`src/rtl/adc_pkg.sv`:
```
// Shared types and default timing for the ADC pacing/filter block.
package adc_pkg;

    localparam int unsigned ADC_DATA_W = 8;

    localparam int unsigned DEF_SAMPLE_PERIOD      = 100000;
    localparam int unsigned DEF_START_PULSE_CYCLES = 4;
    localparam int unsigned DEF_EOC_TIMEOUT        = 10000;
    localparam int unsigned DEF_AVG_LOG2           = 2;
    localparam int unsigned DEF_DEAD_ZONE          = 8;

    typedef enum logic [1:0] {
        IDLE     = 2'd0,
        START    = 2'd1,
        WAIT_EOC = 2'd2,
        CAPTURE  = 2'd3
    } state_t;

    // Bits needed to hold a counter running 0..n-1 (never less than one).
    function automatic int unsigned cntWidth(input int unsigned n);
        return (n > 1) ? $clog2(n) : 1;
    endfunction

endpackage

```
`src/rtl/adc_speed_sampler_if.sv`:
```
// ADC handshake plus filtered speed outputs of the sampler.
interface adc_speed_sampler_if;

    logic                          eoc;
    logic [adc_pkg::ADC_DATA_W-1:0] adc_data;
    logic                          adc_start;
    logic [adc_pkg::ADC_DATA_W-1:0] move_speed;
    logic                          speed_valid;
    logic                          timeout_err;

    modport master (
        input  eoc,
        input  adc_data,
        output adc_start,
        output move_speed,
        output speed_valid,
        output timeout_err
    );

    modport slave (
        output eoc,
        output adc_data,
        input  adc_start,
        input  move_speed,
        input  speed_valid,
        input  timeout_err
    );

endinterface

```
`src/rtl/sync2.sv`:
```
// Two-flop synchroniser with synchronous active-high reset.
module sync2 (
    input  logic clk,
    input  logic reset,
    input  logic d,
    output logic q
);

    logic meta;

    always_ff @(posedge clk) begin
        if (reset) begin
            meta <= 1'b0;
            q    <= 1'b0;
        end else begin
            meta <= d;
            q    <= meta;
        end
    end

endmodule

```
`src/rtl/adc_speed_sampler.sv`:
```
// Paces ADC conversions, averages 2^AVG_LOG2 results and applies a dead zone
// to produce a stable move_speed for the game controller.
module adc_speed_sampler
    import adc_pkg::*;
#(
    parameter int unsigned SAMPLE_PERIOD      = DEF_SAMPLE_PERIOD,
    parameter int unsigned START_PULSE_CYCLES = DEF_START_PULSE_CYCLES,
    parameter int unsigned EOC_TIMEOUT        = DEF_EOC_TIMEOUT,
    parameter int unsigned AVG_LOG2           = DEF_AVG_LOG2,
    parameter int unsigned DEAD_ZONE          = DEF_DEAD_ZONE
) (
    input  logic                 clk,
    input  logic                 reset,
    adc_speed_sampler_if.master  bus
);

    localparam int unsigned ACC_W   = ADC_DATA_W + AVG_LOG2;
    localparam int unsigned CNT_W   = (AVG_LOG2 > 0) ? AVG_LOG2 : 1;
    localparam int unsigned PER_W   = cntWidth(SAMPLE_PERIOD);
    localparam int unsigned PULSE_W = cntWidth(START_PULSE_CYCLES);
    localparam int unsigned TO_W    = cntWidth(EOC_TIMEOUT);

    state_t               state, stateNext;
    logic [PER_W-1:0]     perCnt;
    logic [PULSE_W-1:0]   pulseCnt, pulseCntNext;
    logic [TO_W-1:0]      toCnt, toCntNext;
    logic [ACC_W-1:0]     acc, accNext;
    logic [CNT_W-1:0]     cnt, cntNext;
    logic [ACC_W-1:0]     sum, avg;
    logic [ADC_DATA_W-1:0] speedNext;
    logic                 startNext, validNext, errNext;
    logic                 eocSync, eocSyncD, eocRise;

    sync2 u_eocSync (
        .clk   (clk),
        .reset (reset),
        .d     (bus.eoc),
        .q     (eocSync)
    );

    // Next-state and next-output decode.
    always_comb begin
        stateNext    = state;
        pulseCntNext = pulseCnt;
        toCntNext    = toCnt;
        accNext      = acc;
        cntNext      = cnt;
        speedNext    = bus.move_speed;
        validNext    = 1'b0;
        errNext      = bus.timeout_err;
        sum          = acc + ACC_W'(bus.adc_data);
        avg          = sum >> AVG_LOG2;

        case (state)
            IDLE: begin
                if (perCnt == PER_W'(SAMPLE_PERIOD - 1)) begin
                    stateNext    = START;
                    pulseCntNext = '0;
                end
            end
            START: begin
                if (pulseCnt == PULSE_W'(START_PULSE_CYCLES - 1)) begin
                    stateNext = WAIT_EOC;
                    toCntNext = '0;
                end else begin
                    pulseCntNext = pulseCnt + PULSE_W'(1);
                end
            end
            WAIT_EOC: begin
                // Only a fresh edge counts; a level already high on entry never rises.
                if (eocRise) begin
                    stateNext = CAPTURE;
                end else if (toCnt == TO_W'(EOC_TIMEOUT - 1)) begin
                    stateNext = IDLE;
                    errNext   = 1'b1;
                end else begin
                    toCntNext = toCnt + TO_W'(1);
                end
            end
            CAPTURE: begin
                stateNext = IDLE;
                errNext   = 1'b0;
                if (cnt == CNT_W'((1 << AVG_LOG2) - 1)) begin
                    accNext   = '0;
                    cntNext   = '0;
                    speedNext = (avg < ACC_W'(DEAD_ZONE)) ? '0 : ADC_DATA_W'(avg);
                    validNext = 1'b1;
                end else begin
                    accNext = sum;
                    cntNext = cnt + CNT_W'(1);
                end
            end
            default: stateNext = IDLE;
        endcase

        startNext = (stateNext == START);
    end

    // State, counters, edge detector and registered outputs.
    always_ff @(posedge clk) begin
        if (reset) begin
            state           <= IDLE;
            perCnt          <= '0;
            pulseCnt        <= '0;
            toCnt           <= '0;
            acc             <= '0;
            cnt             <= '0;
            eocSyncD        <= 1'b0;
            eocRise         <= 1'b0;
            bus.adc_start   <= 1'b0;
            bus.move_speed  <= '0;
            bus.speed_valid <= 1'b0;
            bus.timeout_err <= 1'b0;
        end else begin
            state           <= stateNext;
            perCnt          <= (perCnt == PER_W'(SAMPLE_PERIOD - 1)) ? '0 : perCnt + PER_W'(1);
            pulseCnt        <= pulseCntNext;
            toCnt           <= toCntNext;
            acc             <= accNext;
            cnt             <= cntNext;
            eocSyncD        <= eocSync;
            eocRise         <= eocSync & ~eocSyncD;
            bus.adc_start   <= startNext;
            bus.move_speed  <= speedNext;
            bus.speed_valid <= validNext;
            bus.timeout_err <= errNext;
        end
    end

endmodule
```
`src/flat_wrapper.sv`:
```
// flat-port wrapper written by rule: the top's interface ports become plain ports
module adc_speed_sampler_flat import adc_pkg::*;
#(
    parameter int unsigned SAMPLE_PERIOD      = DEF_SAMPLE_PERIOD,
    parameter int unsigned START_PULSE_CYCLES = DEF_START_PULSE_CYCLES,
    parameter int unsigned EOC_TIMEOUT        = DEF_EOC_TIMEOUT,
    parameter int unsigned AVG_LOG2           = DEF_AVG_LOG2,
    parameter int unsigned DEAD_ZONE          = DEF_DEAD_ZONE
)
  (clk, reset, bus_eoc, bus_adc_data, bus_adc_start, bus_move_speed, bus_speed_valid, bus_timeout_err);
  adc_speed_sampler_if bus_i ();
  input  logic clk;
  input  logic reset;
  input wire logic [$bits(bus_i.eoc)-1:0] bus_eoc;
  input wire logic [$bits(bus_i.adc_data)-1:0] bus_adc_data;
  output wire logic [$bits(bus_i.adc_start)-1:0] bus_adc_start;
  output wire logic [$bits(bus_i.move_speed)-1:0] bus_move_speed;
  output wire logic [$bits(bus_i.speed_valid)-1:0] bus_speed_valid;
  output wire logic [$bits(bus_i.timeout_err)-1:0] bus_timeout_err;
  assign bus_i.eoc = bus_eoc;
  assign bus_i.adc_data = bus_adc_data;
  assign bus_adc_start = bus_i.adc_start;
  assign bus_move_speed = bus_i.move_speed;
  assign bus_speed_valid = bus_i.speed_valid;
  assign bus_timeout_err = bus_i.timeout_err;
  adc_speed_sampler #(.SAMPLE_PERIOD(SAMPLE_PERIOD), .START_PULSE_CYCLES(START_PULSE_CYCLES), .EOC_TIMEOUT(EOC_TIMEOUT), .AVG_LOG2(AVG_LOG2), .DEAD_ZONE(DEAD_ZONE)) u_core (.clk(clk), .reset(reset), .bus(bus_i));
endmodule
```
`config.mk`:
```
export PLATFORM = sky130hd
export DESIGN_NAME = adc_speed_sampler_flat
export DESIGN_NICKNAME = d
export VERILOG_FILES = /design/src/rtl/adc_pkg.sv /design/src/rtl/adc_speed_sampler_if.sv /design/src/rtl/sync2.sv /design/src/rtl/adc_speed_sampler.sv /design/src/flat_wrapper.sv
export SDC_FILE = /design/constraint.sdc
export NUM_CORES = 1
export LEC_CHECK = 0
export BUFFER_PORTS_ARGS = -buffer_cell sky130_fd_sc_hd__buf_2
export CAP_MARGIN = 20
export CORE_MARGIN = 3
export CORE_UTILIZATION = 49
export DETAILED_ROUTE_END_ITERATION = 10
export PLACE_DENSITY_LB_ADDON = 0.12
export REMOVE_ABC_BUFFERS = 1
export SLEW_MARGIN = 30
export SYNTH_ARGS = -nofsm -noshare
export SYNTH_HDL_FRONTEND = slang
export SYNTH_HIERARCHICAL = 1
export SYNTH_SLANG_ARGS = --single-unit
export TNS_END_PERCENT = 30
```
`constraint.sdc`:
```
create_clock -name clk -period 6.4 [get_ports clk]
set_clock_uncertainty 0.05 [all_clocks]
set_input_delay 0.64 -clock clk [delete_from_list [all_inputs] [get_ports clk]]
set_output_delay 0.64 -clock clk [all_outputs]
set_load 0.01 [all_outputs]
```
==> impl_metrics.tcl <==
set metrics [dict create \
    status "finished, final reports clean" \
    antenna_found_initial 0 \
    cts_made_buffers 9 \
    start_util_pct 51.25 \
    maxCapViolCount 0 \
    tns_ps 0 \
    ios 22 \
    drv_slew 0 \
    maxSlewHeadroom_pct 54.76 \
    cts_tree "done" \
    endpoint_kind "register" \
    cts_root_buf "clkbuf_8" \
    cts_resized 0 \
    synth-simple-area-share_pct 28.20 \
    hp-start "u_core/eocSyncD" \
    ir_drop_mv 0.1440 \
    syn_area_sq_um 3070 \
    clk_latency_ps 330 \
    drt_pass1_iterations 4 \
    fmax_mhz 389.9 \
    yosys-top-cells-count "dfxtp_1 (62), nor2_1 (55), nand2_1 (25)" \
    synth-xor-area-share_pct 8.557 \
    start_kind "input pin" \
    core_sq_um 5991 \
    avgRoutedWirePerCell_microns 13.29 \
    final_cell_count_no_fill 449 \
    cts_hold_buf 0 \
    drc 0 \
    critPathMaxFanout 4 \
    grt_pass1_wl_mm 10.54 \
    dp.cells 433 \
    drt_iter0_markers 99 \
    via_count 2473 \
    num_antenna_cells 0 \
    p_leak_nw 1.310 \
    ys.flop_type "dfxtp_1" \
    power.density_nw_per_um2 242.3 \
    fillers 557 \
    die_h_microns 85.16 \
    synthMuxAreaShare_pct 0.9780 \
    r2r-start "u_core/acc[0]" \
    clkTransAtPathRegs_ps 70 \
    num_rows 28 \
    required_ps 6540 \
    cts_sinks 62 \
    synth_top_area_cell "dfxtp_1" \
    die_x_microns 85.16 \
    synth_cell_types 47 \
    hpwl_mm 4.102 \
    crit_path_start "bus_adc_data[0]" \
    hold_viol_final 0 \
    grt_overflow 0 \
    dp_slack_ps 3543 \
    ys_warn_count 6 \
    grt_max_degree 38 \
    cts_buffer_depth 2 \
    worstMarginPinSlew_ps 674.6 \
    area_growth_pct 12.75 \
    synthAdderAreaFrac_pct 5.542 \
    fin_nets 393 \
    crit_type "input pin to register" \
    finalSetupViolations 0 \
    period_share_pct 40.08 \
    avgSynthCellArea_sq_um 8.823 \
    gp_congestion 0.8193 \
    grt_pass1_vias 2237 \
    syn_inst 348 \
    drive_above_1_share_pct 12.83 \
    io_buffers 21 \
    finalPower_w 0.0008387 \
    setup_slack_ps 3835 \
    viasPerCell 5.508 \
    post_cts_buffers 0 \
    post-route-min-period_ps 2565 \
    ys_ff_latch 62 \
    netlist_top_cells_area "dfxtp_1 (40%), nor2_1 (6.7%), xnor2_1 (6.6%), ha_1 (4.9%), a21oi_1 (3.9%)" \
    rsz0062_at_grt "false" \
    synth_edf_count 0 \
    crit_arrival_ps 2700 \
    synth-async-reset-ratio_pct 0 \
    ant_nets 0 \
    utilization_pct 57.79 \
    synth_top_family_by_area "simple AND/OR/NAND/NOR gates" \
    ctsHtreeMaxLevel 3 \
    min_path_type "register to register" \
    yosysMostFrequentCell "dfxtp_1" \
    yosysSeqAreaShare_pct 40.42 \
    synth_compound_area_share_pct 13.73 \
    grt.total_usage_pct 18.07 \
    synth_top_area_share_pct 40.42 \
    wirelength_mm 5.965 \
    die-area_sq_um 7252 \
]
==> flip-flops by register name (all words and copies together), names as in the netlist <==
signal	cells
u_core/toCnt	14
u_core/bus.speed_valid	1
u_core/u_eocSync/meta	1
u_core/perCnt	17
u_core/eocRise	1
u_core/bus.move_speed	8
u_core/bus.adc_start	1
u_core/state	2
u_core/cnt	2
u_core/eocSyncD	1
u_core/u_eocSync/q	1
u_core/pulseCnt	2
u_core/bus.timeout_err	1
u_core/acc	10
==> per-stage QoR <==
stage	hold slack, ps	area (sq um)
detailed placement	324.2	3209
global route	353.4	3462
floorplan	317.4	3010
global placement	323.1	3209
CTS	334.3	3462
finish	331.3	3462
==> final timing paths <==
path,end,slack [ps],cells past startpoint
setup / recovery,u_core/bus.move_speed[0],3840,9
setup reg to reg,u_core/bus.move_speed[0],3940,8
hold / removal,u_core/eocRise,330,1
hold reg to reg,u_core/eocRise,330,1
==> cell type report <==
| type | instances | area (sq um) | share of cell area (%) |
|---|---|---|---|
| Multi-Input combinational cell | 270 | 1750 | 50.56 |
| Sequential cell | 62 | 1241 | 35.85 |
| Clock buffer | 14 | 192.7 | 5.566 |
| Timing Repair Buffer | 21 | 105.1 | 3.036 |
| Tap cell | 75 | 93.84 | 2.711 |
| Clock inverter | 2 | 60.06 | 1.735 |
| Inverter | 5 | 18.77 | 0.5421 |
==> kinds of logic (layout without fill, tap and decap cells) <==
| kind of cell | after synthesis | count (layout) |
|---|---|---|
| and+or+nand+nor | 160 | 160 |
| AOI/OAI and AO/OA | 64 | 64 |
| DFF | 62 | 62 |
| xor gates and xnor gates | 30 | 30 |
| buffers and inverters | 16 | 42 |
| adders and majority gates | 13 | 13 |
| muxes | 3 | 3 |
==> routing by layer <==
metal / share of wire (%) / vias to the layer above / global-route usage (%)
met1: 54 / 1144 / 26.55
met3: 3.1 / 10 / 3.883
met2: 41 / 37 / 25.14
li1: - / 1282 / -
met5: 0 / - / 0
met4: 2.0 / 0 / 8.201
==> cells in the final DEF, fill, tap and decap left out, types with 2 or more instances in the layout <==
cell type	n
nand3_1	13
nand2b_1	5
clkbuf_8	14
o21bai_1	4
bufinv_16	2
or3_1	3
inv_1	5
a21oi_1	24
and4_1	3
nor2b_1	8
xor2_1	7
a21o_1	3
nand2_1	25
nor2_1	55
o21ai_0	10
a211oi_1	4
o211ai_1	2
a211oi_2	3
and3_1	6
ha_1	12
o22ai_1	2
dfxtp_1	62
nor4_2	3
mux2i_1	3
xnor2_1	23
nand4_1	7
nor3b_1	4
nor3_1	9
nor4b_1	6
a22oi_1	7
buf_2	21
nand3b_1	4
==> critical path: stages <==
cell and delay, ps:
buf_2 100, ha_1 250, fa_1 470, a211oi_2 300, o21bai_1 110, a21oi_1 180, xnor2_1 170, nor4b_4 360
o311ai_2 130
==> report_power, final <==
part / internal (W) / switching (W) / leakage (nW) / total (W)
sequential: 0.000388 / 0.00000159 / 0.500 / 0.000390
combinational: 0.00000921 / 0.0000166 / 0.680 / 0.0000258
clock: 0.000273 / 0.000150 / 0.129 / 0.000423
total: 0.000670 / 0.000168 / 1.31 / 0.000839
No activity file was read; power rests on OpenSTA's default activity.
